[config.mk]
export PLATFORM = sky130hd
export DESIGN_NAME = softmax_grad_collector_flat
export DESIGN_NICKNAME = d
export VERILOG_FILES = /design/src/rtl/sf_pkg.sv /design/src/rtl/softmax_grad_collector_if.sv /design/src/rtl/sf_grad_scale.sv /design/src/rtl/softmax_grad_collector.sv /design/src/flat_wrapper.sv
export SDC_FILE = /design/constraint.sdc
export NUM_CORES = 1
export LEC_CHECK = 0
export ABC_AREA = 1
export CAP_MARGIN = 10
export CORE_MARGIN = 2
export CORE_UTILIZATION = 25
export CTS_BUF_LIST = sky130_fd_sc_hd__clkbuf_4 sky130_fd_sc_hd__clkbuf_8
export DETAILED_ROUTE_END_ITERATION = 16
export GPL_ROUTABILITY_DRIVEN = 0
export PLACE_DENSITY = 0.49
export SETUP_SLACK_MARGIN = 0.3
export SYNTH_ARGS = -nofsm -noshare
export SYNTH_HDL_FRONTEND = slang
export SYNTH_HIERARCHICAL = 1
export SYNTH_SLANG_ARGS = --single-unit
[constraint.sdc]
create_clock -name clk -period 7.92 [get_ports clk]
set_input_delay 0.792 -clock clk [delete_from_list [all_inputs] [get_ports clk]]
set_output_delay 0.792 -clock clk [all_outputs]
set_load 0.005 [all_outputs]
[src/rtl/sf_pkg.sv]
// Shared definitions for the softmax gradient collector.
//   Q15_ONE   : 1.0 in the softmax sign-magnitude gradient format (15 fraction bits)
//   SIGN_BIT  : position of the sign bit in a gradient word
//   state_t   : collector control states
//   sm_word_t : sign-magnitude gradient word view
package sf_pkg;

  localparam logic [31:0] Q15_ONE  = 32'h0000_8000;
  localparam int          SIGN_BIT = 31;

  typedef enum logic [1:0] {
    IDLE,
    CAPTURE,
    STREAM
  } state_t;

  typedef struct packed {
    logic        sign;
    logic [30:0] mag;
  } sm_word_t;

endpackage

[src/rtl/softmax_grad_collector_if.sv]
// Gradient stream interface (valid/ready) between the collector and the
// upstream weight-update logic.
//   grad_valid / grad_ready : beat handshake
//   grad_data               : sign-magnitude gradient word
//   grad_idx                : class index of grad_data
//   grad_last               : marks the final class of a readout
// master = collector side, slave = consumer side.
interface softmax_grad_collector_if #(
  parameter int DATA_W    = 32,
  parameter int IDX_WIDTH = 4
) ();

  logic                 grad_valid;
  logic                 grad_ready;
  logic [DATA_W-1:0]    grad_data;
  logic [IDX_WIDTH-1:0] grad_idx;
  logic                 grad_last;

  modport master (
    output grad_valid,
    output grad_data,
    output grad_idx,
    output grad_last,
    input  grad_ready
  );

  modport slave (
    input  grad_valid,
    input  grad_data,
    input  grad_idx,
    input  grad_last,
    output grad_ready
  );

endinterface

[src/rtl/sf_grad_scale.sv]
// Combinational sign-magnitude right shift used for learning-rate scaling.
//   word_in  : sign-magnitude gradient word
//   shift    : logical right-shift applied to the magnitude
//   word_out : scaled word; a magnitude that shifts to zero gets a positive
//              sign so negative zero never leaves the block
module sf_grad_scale
  import sf_pkg::*;
(
  input  logic [31:0] word_in,
  input  logic [3:0]  shift,
  output logic [31:0] word_out
);

  logic [30:0] mag;

  assign mag      = word_in[30:0] >> shift;
  assign word_out = {(mag != '0) & word_in[SIGN_BIT], mag};

endmodule

[src/rtl/softmax_grad_collector.sv]
// Softmax backprop gradient collector.
// Drives the softmax backprop readout, captures WIDTH gradient words (one per
// cycle) into a local buffer, then streams them out over a valid/ready
// interface.
//   clk, rst          : clock, asynchronous active-high reset
//   bp_req            : backprop request (pulse or level), remembered in pend
//   sf_out_ready      : softmax forward result valid (gates the start)
//   sf_out_data/idx   : softmax readout word and its index
//   sf_start          : start/advance strobe to the softmax
//   sf_backprop_ctrl  : backprop mode select, mirrors sf_start
//   grad (master)     : gradient stream
//   busy              : state != IDLE
//   err               : sticky index-mismatch flag
//   lr_shift          : gradient right shift, used only with SF_GRAD_SCALE_EN
// Build option: define SF_GRAD_SCALE_EN to scale outgoing magnitudes by lr_shift.
module softmax_grad_collector
  import sf_pkg::*;
#(
  parameter int WIDTH     = 10,
  parameter int IDX_WIDTH = 4,
  parameter int DATA_W    = 32
) (
  input  logic                 clk,
  input  logic                 rst,
  input  logic                 bp_req,
  input  logic                 sf_out_ready,
  input  logic [DATA_W-1:0]    sf_out_data,
  input  logic [IDX_WIDTH-1:0] sf_out_idx,
  output logic                 sf_start,
  output logic                 sf_backprop_ctrl,
  softmax_grad_collector_if.master grad,
  output logic                 busy,
  output logic                 err,
  input  logic [3:0]           lr_shift
);

  localparam logic [IDX_WIDTH-1:0] LAST_IDX = IDX_WIDTH'(WIDTH - 1);

  state_t               state, state_nxt;
  logic [IDX_WIDTH-1:0] cnt;
  logic                 pend;
  logic [DATA_W-1:0]    gbuf [WIDTH];

  logic                 idx_ok, cnt_last, accept, xfer;
  logic                 load_en;
  logic [IDX_WIDTH-1:0] load_idx;
  logic [DATA_W-1:0]    beat_raw, beat_word;

  assign idx_ok   = (sf_out_idx == cnt);
  assign cnt_last = (cnt == LAST_IDX);
  assign accept   = (state == IDLE) && pend && sf_out_ready;
  assign xfer     = grad.grad_valid && grad.grad_ready;

  // The first beat is loaded on the same edge that leaves CAPTURE so the
  // stream starts without a bubble; later beats load on each non-final transfer.
  assign load_idx = (state == CAPTURE) ? '0 : cnt + 1'b1;
  assign load_en  = ((state == CAPTURE) && idx_ok && cnt_last) ||
                    ((state == STREAM) && xfer && !grad.grad_last);
  assign beat_raw = gbuf[load_idx];

`ifdef SF_GRAD_SCALE_EN
  sf_grad_scale u_scale (
    .word_in  (beat_raw),
    .shift    (lr_shift),
    .word_out (beat_word)
  );
`else
  logic unused_lr_shift;
  assign unused_lr_shift = ^lr_shift;
  assign beat_word       = beat_raw;
`endif

  always_ff @(posedge clk or posedge rst) begin
    if (rst) state <= IDLE;
    else     state <= state_nxt;
  end

  always_comb begin
    state_nxt = state;
    unique case (state)
      IDLE:    if (pend && sf_out_ready) state_nxt = CAPTURE;
      CAPTURE: begin
        if (!idx_ok)       state_nxt = IDLE;
        else if (cnt_last) state_nxt = STREAM;
      end
      STREAM:  if (xfer && grad.grad_last) state_nxt = IDLE;
      default: state_nxt = IDLE;
    endcase
  end

  // The strobe in CAPTURE also advances the softmax; on a mismatch it is
  // withheld so the softmax is left where it stopped.
  always_comb begin
    sf_start = 1'b0;
    busy     = (state != IDLE);
    unique case (state)
      IDLE:    sf_start = pend && sf_out_ready;
      CAPTURE: sf_start = idx_ok;
      default: sf_start = 1'b0;
    endcase
    sf_backprop_ctrl = sf_start;
  end

  always_ff @(posedge clk or posedge rst) begin
    if (rst) begin
      pend <= 1'b0;
      cnt  <= '0;
      err  <= 1'b0;
    end else begin
      // A new request outranks consumption so nothing arriving at accept is lost.
      if (bp_req)      pend <= 1'b1;
      else if (accept) pend <= 1'b0;

      unique case (state)
        IDLE: begin
          if (accept) begin
            cnt <= '0;
            err <= 1'b0;
          end
        end
        CAPTURE: begin
          if (!idx_ok)       err <= 1'b1;
          else if (cnt_last) cnt <= '0;
          else               cnt <= cnt + 1'b1;
        end
        STREAM: begin
          if (xfer && !grad.grad_last) cnt <= cnt + 1'b1;
        end
        default: cnt <= '0;
      endcase
    end
  end

  always_ff @(posedge clk) begin
    if ((state == CAPTURE) && idx_ok) gbuf[cnt] <= sf_out_data;
  end

  // ---- stream output register stage ----
  always_ff @(posedge clk or posedge rst) begin
    if (rst) begin
      grad.grad_valid <= 1'b0;
      grad.grad_data  <= '0;
      grad.grad_idx   <= '0;
      grad.grad_last  <= 1'b0;
    end else if (load_en) begin
      grad.grad_valid <= 1'b1;
      grad.grad_data  <= beat_word;
      grad.grad_idx   <= load_idx;
      grad.grad_last  <= (load_idx == LAST_IDX);
    end else if (xfer && grad.grad_last) begin
      grad.grad_valid <= 1'b0;
    end
  end

endmodule
[src/flat_wrapper.sv]
// flat-port wrapper written by rule: the top's interface ports become plain ports
module softmax_grad_collector_flat import sf_pkg::*;
#(
  parameter int WIDTH     = 10,
  parameter int IDX_WIDTH = 4,
  parameter int DATA_W    = 32
)
  (clk, rst, bp_req, sf_out_ready, sf_out_data, sf_out_idx, sf_start, sf_backprop_ctrl, busy, err, lr_shift, grad_grad_valid, grad_grad_data, grad_grad_idx, grad_grad_last, grad_grad_ready);
  softmax_grad_collector_if #(.DATA_W(DATA_W), .IDX_WIDTH(IDX_WIDTH)) grad_i ();
  input  logic clk;
  input  logic rst;
  input  logic bp_req;
  input  logic sf_out_ready;
  input  logic [DATA_W-1:0] sf_out_data;
  input  logic [IDX_WIDTH-1:0] sf_out_idx;
  output logic sf_start;
  output logic sf_backprop_ctrl;
  output logic busy;
  output logic err;
  input  logic [3:0] lr_shift;
  output wire logic [$bits(grad_i.grad_valid)-1:0] grad_grad_valid;
  output wire logic [$bits(grad_i.grad_data)-1:0] grad_grad_data;
  output wire logic [$bits(grad_i.grad_idx)-1:0] grad_grad_idx;
  output wire logic [$bits(grad_i.grad_last)-1:0] grad_grad_last;
  input wire logic [$bits(grad_i.grad_ready)-1:0] grad_grad_ready;
  assign grad_grad_valid = grad_i.grad_valid;
  assign grad_grad_data = grad_i.grad_data;
  assign grad_grad_idx = grad_i.grad_idx;
  assign grad_grad_last = grad_i.grad_last;
  assign grad_i.grad_ready = grad_grad_ready;
  softmax_grad_collector #(.WIDTH(WIDTH), .IDX_WIDTH(IDX_WIDTH), .DATA_W(DATA_W)) u_core (.clk(clk), .rst(rst), .bp_req(bp_req), .sf_out_ready(sf_out_ready), .sf_out_data(sf_out_data), .sf_out_idx(sf_out_idx), .sf_start(sf_start), .sf_backprop_ctrl(sf_backprop_ctrl), .grad(grad_i), .busy(busy), .err(err), .lr_shift(lr_shift));
endmodule
==> results by group <==
Run status
  – Status: completed

Clocking
  – Clock root buffer: clkbuf_8
  – Hold-fix buffers at CTS: 0
  – Clk buf depth: 3
  – Clk sink count: 366
  – CTS Buf Count: 61
  – Post_cts resized: 0
  – Clock-pin slew on the worst setup and hold paths: 0.06 ns
  – Clk Latency, worst-skew pair: 0.66 ns
  – Postcts setup bufs: 0
  – H-tree levels: 2
  – CTS tree: done

Timing
  – Tmin final: 4.26 ns
  – Slew margin rel.: 0.254
  – Unrepaired setup endpoints after global routing: false
  – Slew @ Worst Pin: 1.12 ns
  – Fin. max-slew vios: 0
  – Final setup violation count: 0
  – Final critical-path share of the clock period: 0.538
  – Final Hold Viols: 0
  – Worst Skew: 0.0329 ns
  – Achievable Freq: 0.235 GHz
  – Fin Setup TNS: 0 ns

Floorplanning
  – IO Pins: 87
  – Row cnt: 92
  – Core area: 63000 um^2
  – Chip Width: 256 um
  – Die Height: 256 um
  – Starting Density: 0.252
  – Full die area: 65600 um^2

Global route
  – Vias in the first global route: 10400
  – Initial antenna violation count: 4
  – Tot GR Track Use: 0.128
  – Largest net degree at the start of global routing: 120
  – First-pass GRT wire length: 64000 um
  – Grt total ovfl: 0

Synthesis
  – Post-synth top area cell: edfxtp_1
  – Dominant synthesized flop cell: edfxtp_1
  – Top cell type's share of synthesized area: 0.605
  – Post-synthesis sequential area ratio: 0.677
  – Gate Count Post-Synth: 1558
  – Post-synth EDFFs: 320
  – Async SR Flop Fraction: 0.126
  – Synth Register Bits: 366
  – Post-synthesis cell type count: 28
  – Yosys Warn Count: 6
  – Avg Inst Size Synth: 10.2 um^2
  – Dominant cells by area after synthesis: edfxtp_1 60%, nand2_1 12%, nand3_1 8.3%, dfrtp_1 7.2%, inv_1 6.5%
  – Mapped Area: 15900 um^2
  – Syn_nets: 1611

Drt
  – DR iter-0 viols: 645
  – DRT Pass-1 Iters: 5
  – Via total after detailed routing: 10600
  – DRC: 0
  – DRT antenna net count: 0
  – WL final: 41900 um
  – WL per Instance: 16.4 um
  – DR vias/cell: 4.14

Placement
  – Dpl cells: 2433
  – Port bufs: 82
  – DP HPWL: 21000 um
  – Area after DPL: 17600 um^2

Run
  – Max-Cap Viols: 0

Setup path
  – CP peak stage delay: 0.73 ns
  – Buf/Inv on CP: 3
  – Critical Path RT: 7.13 ns
  – Worst EP arrival: 3.47 ns
  – Critical path class: flop to primary output
  – Crit. End Element: primary output
  – Slowest cell on crit path: buf_4
  – CP Launch Type: flop
  – Crit-path max FO: 67
  – Worst path top cell family by delay: buffers and inverters
  – CP most frequent cell: nand2_1
  – Crit path cell chain: buf_4 > inv_2 > nand2_1 > nand2_1 > nor2_2 > nand3_1 > nand2_1 > clkdlybuf4s50_1

Power
  – Design Power: 5.17 mW
  – Pwr Density: 274 nW/um^2
  – P_leak: 8.04 nW
  – Max IR drop VDD: 0.000158 V

Final layout
  – FF+latch area: 10800 um^2
  – Footprint of the multi-input gates: 3700 um^2
  – Post-route cell area: 18900 um^2
  – Nets: 1703
  – Area Growth Syn to Fin: 18.8%
  – Final cell count without fillers: 2551
  – Fill count: 6554
  – Layout cells sized above 1: 0.0986

Min path
  – Worst Hold Class: flop to flop
## cells in the mapped netlist (2+ instances only)
cell type    n
nor2_2       3
buf_6        3
ha_1         8
edfxtp_1   320
nor3_1       9
clkbuf_1    15
o21ai_0      6
buf_4       19
nand2_2      3
inv_2        7
nor2_4       2
inv_1      273
nand2_1    525
nand4_1      4
buf_2       37
nor2_1       3
a21oi_1      2
nand3_1    264
dfrtp_1     46
## path summary, 6_finish.rpt
path | from | end | slack, ns | cells after the start
min in group asynchronous | rst | u_core/grad.grad_idx[0] | 0.67 | 3
worst min register to register | u_core/pend | u_core/pend | 0.48 | 1
worst max-delay path | u_core/cnt[0] | sf_backprop_ctrl | 3.66 | 8
worst max register to register | u_core/cnt[0] | u_core/grad.grad_data[1] | 4.29 | 9
max in group asynchronous | rst | u_core/cnt[0] | 6.73 | 3
worst min-delay path | u_core/pend | u_core/pend | 0.48 | 1
## registers in the layout (all words and copies together) (netlist names), 2 cells and up
signal,count
u_core/cnt,4
u_core/state,2
u_core/gbuf,320
u_core/grad.grad_idx,4
u_core/grad.grad_data,32
## report_power, final
group,internal (mW),switching (mW)
registers,2.12,0.0104
clock network,0.979,0.761
logic,0.385,0.909
total,3.49,1.68
## routing by layer
metal,share of wire,global-route usage
met1,0.46,0.171
met2,0.47,0.208
met3,0.051,0.0258
met4,0.021,0.0414
met5,0.00048,0
## per-stage QoR
| step | hold slack [ns] | utilization | worst slack (ns) |
|---|---|---|---|
| 2_1_floorplan | 0.454 | - | 3.90 |
| 6_report | 0.484 | 0.300 | 3.66 |
| 3_5_place_dp | 0.469 | 0.279 | 4.26 |
| 3_3_place_gp | 0.465 | 0.279 | 4.28 |
| 4_1_cts | 0.483 | 0.300 | 3.53 |
| 5_1_grt | 0.529 | 0.300 | 3.39 |
## final cells by class
cell class / instances / share of cell area
Multi-Input combinational cell: 836 / 0.196
Inverter: 281 / 0.0560
Timing Repair Buffer: 104 / 0.0529
Tap cell: 846 / 0.0561
Antenna cell: 2 / 0.000265
Clock buffer: 108 / 0.0658
Sequential cell: 366 / 0.570
Clock inverter: 8 / 0.00259
## layout by cell type (no fill, tap or decap), types with 3 or more instances in the layout
| cell | n |
|---|---|
| buf_4 | 21 |
| clkbuf_4 | 39 |
| clkbuf_8 | 69 |
| clkdlybuf4s50_1 | 82 |
| clkinv_2 | 5 |
| dfrtp_1 | 45 |
| edfxtp_1 | 320 |
| ha_1 | 8 |
| inv_1 | 272 |
| inv_2 | 8 |
| nand2_1 | 524 |
| nand2_2 | 3 |
| nand3_1 | 264 |
| nand4_1 | 4 |
| nor2_2 | 3 |
| nor2_4 | 4 |
| nor3_2 | 7 |
| o21ai_0 | 6 |
## worst register-to-register path, cell delays in order (launching register included)
cell and delay [ns]:
dfrtp_2 0.34, buf_4 0.73, ha_1 0.29, inv_1 0.09, nor3_1 0.33, nand4_2 0.13
buf_4 0.33, nand2_2 0.91, nand2_1 0.29, nand2_1 0.13
## cells by family (layout without fill, tap and decap cells)
group	Yosys count	count (layout)	share of synthesized area
AOI/OAI and AO/OA	11	11	0.00378
xor gates and xnor gates	2	2	0.00158
adders and majority gates	8	8	0.00630
buffers and inverters	356	501	0.0933
DFF	366	366	0.677
other	0	2	0
and+or+nand+nor	815	815	0.218
(Power assumes the default switching activity.)
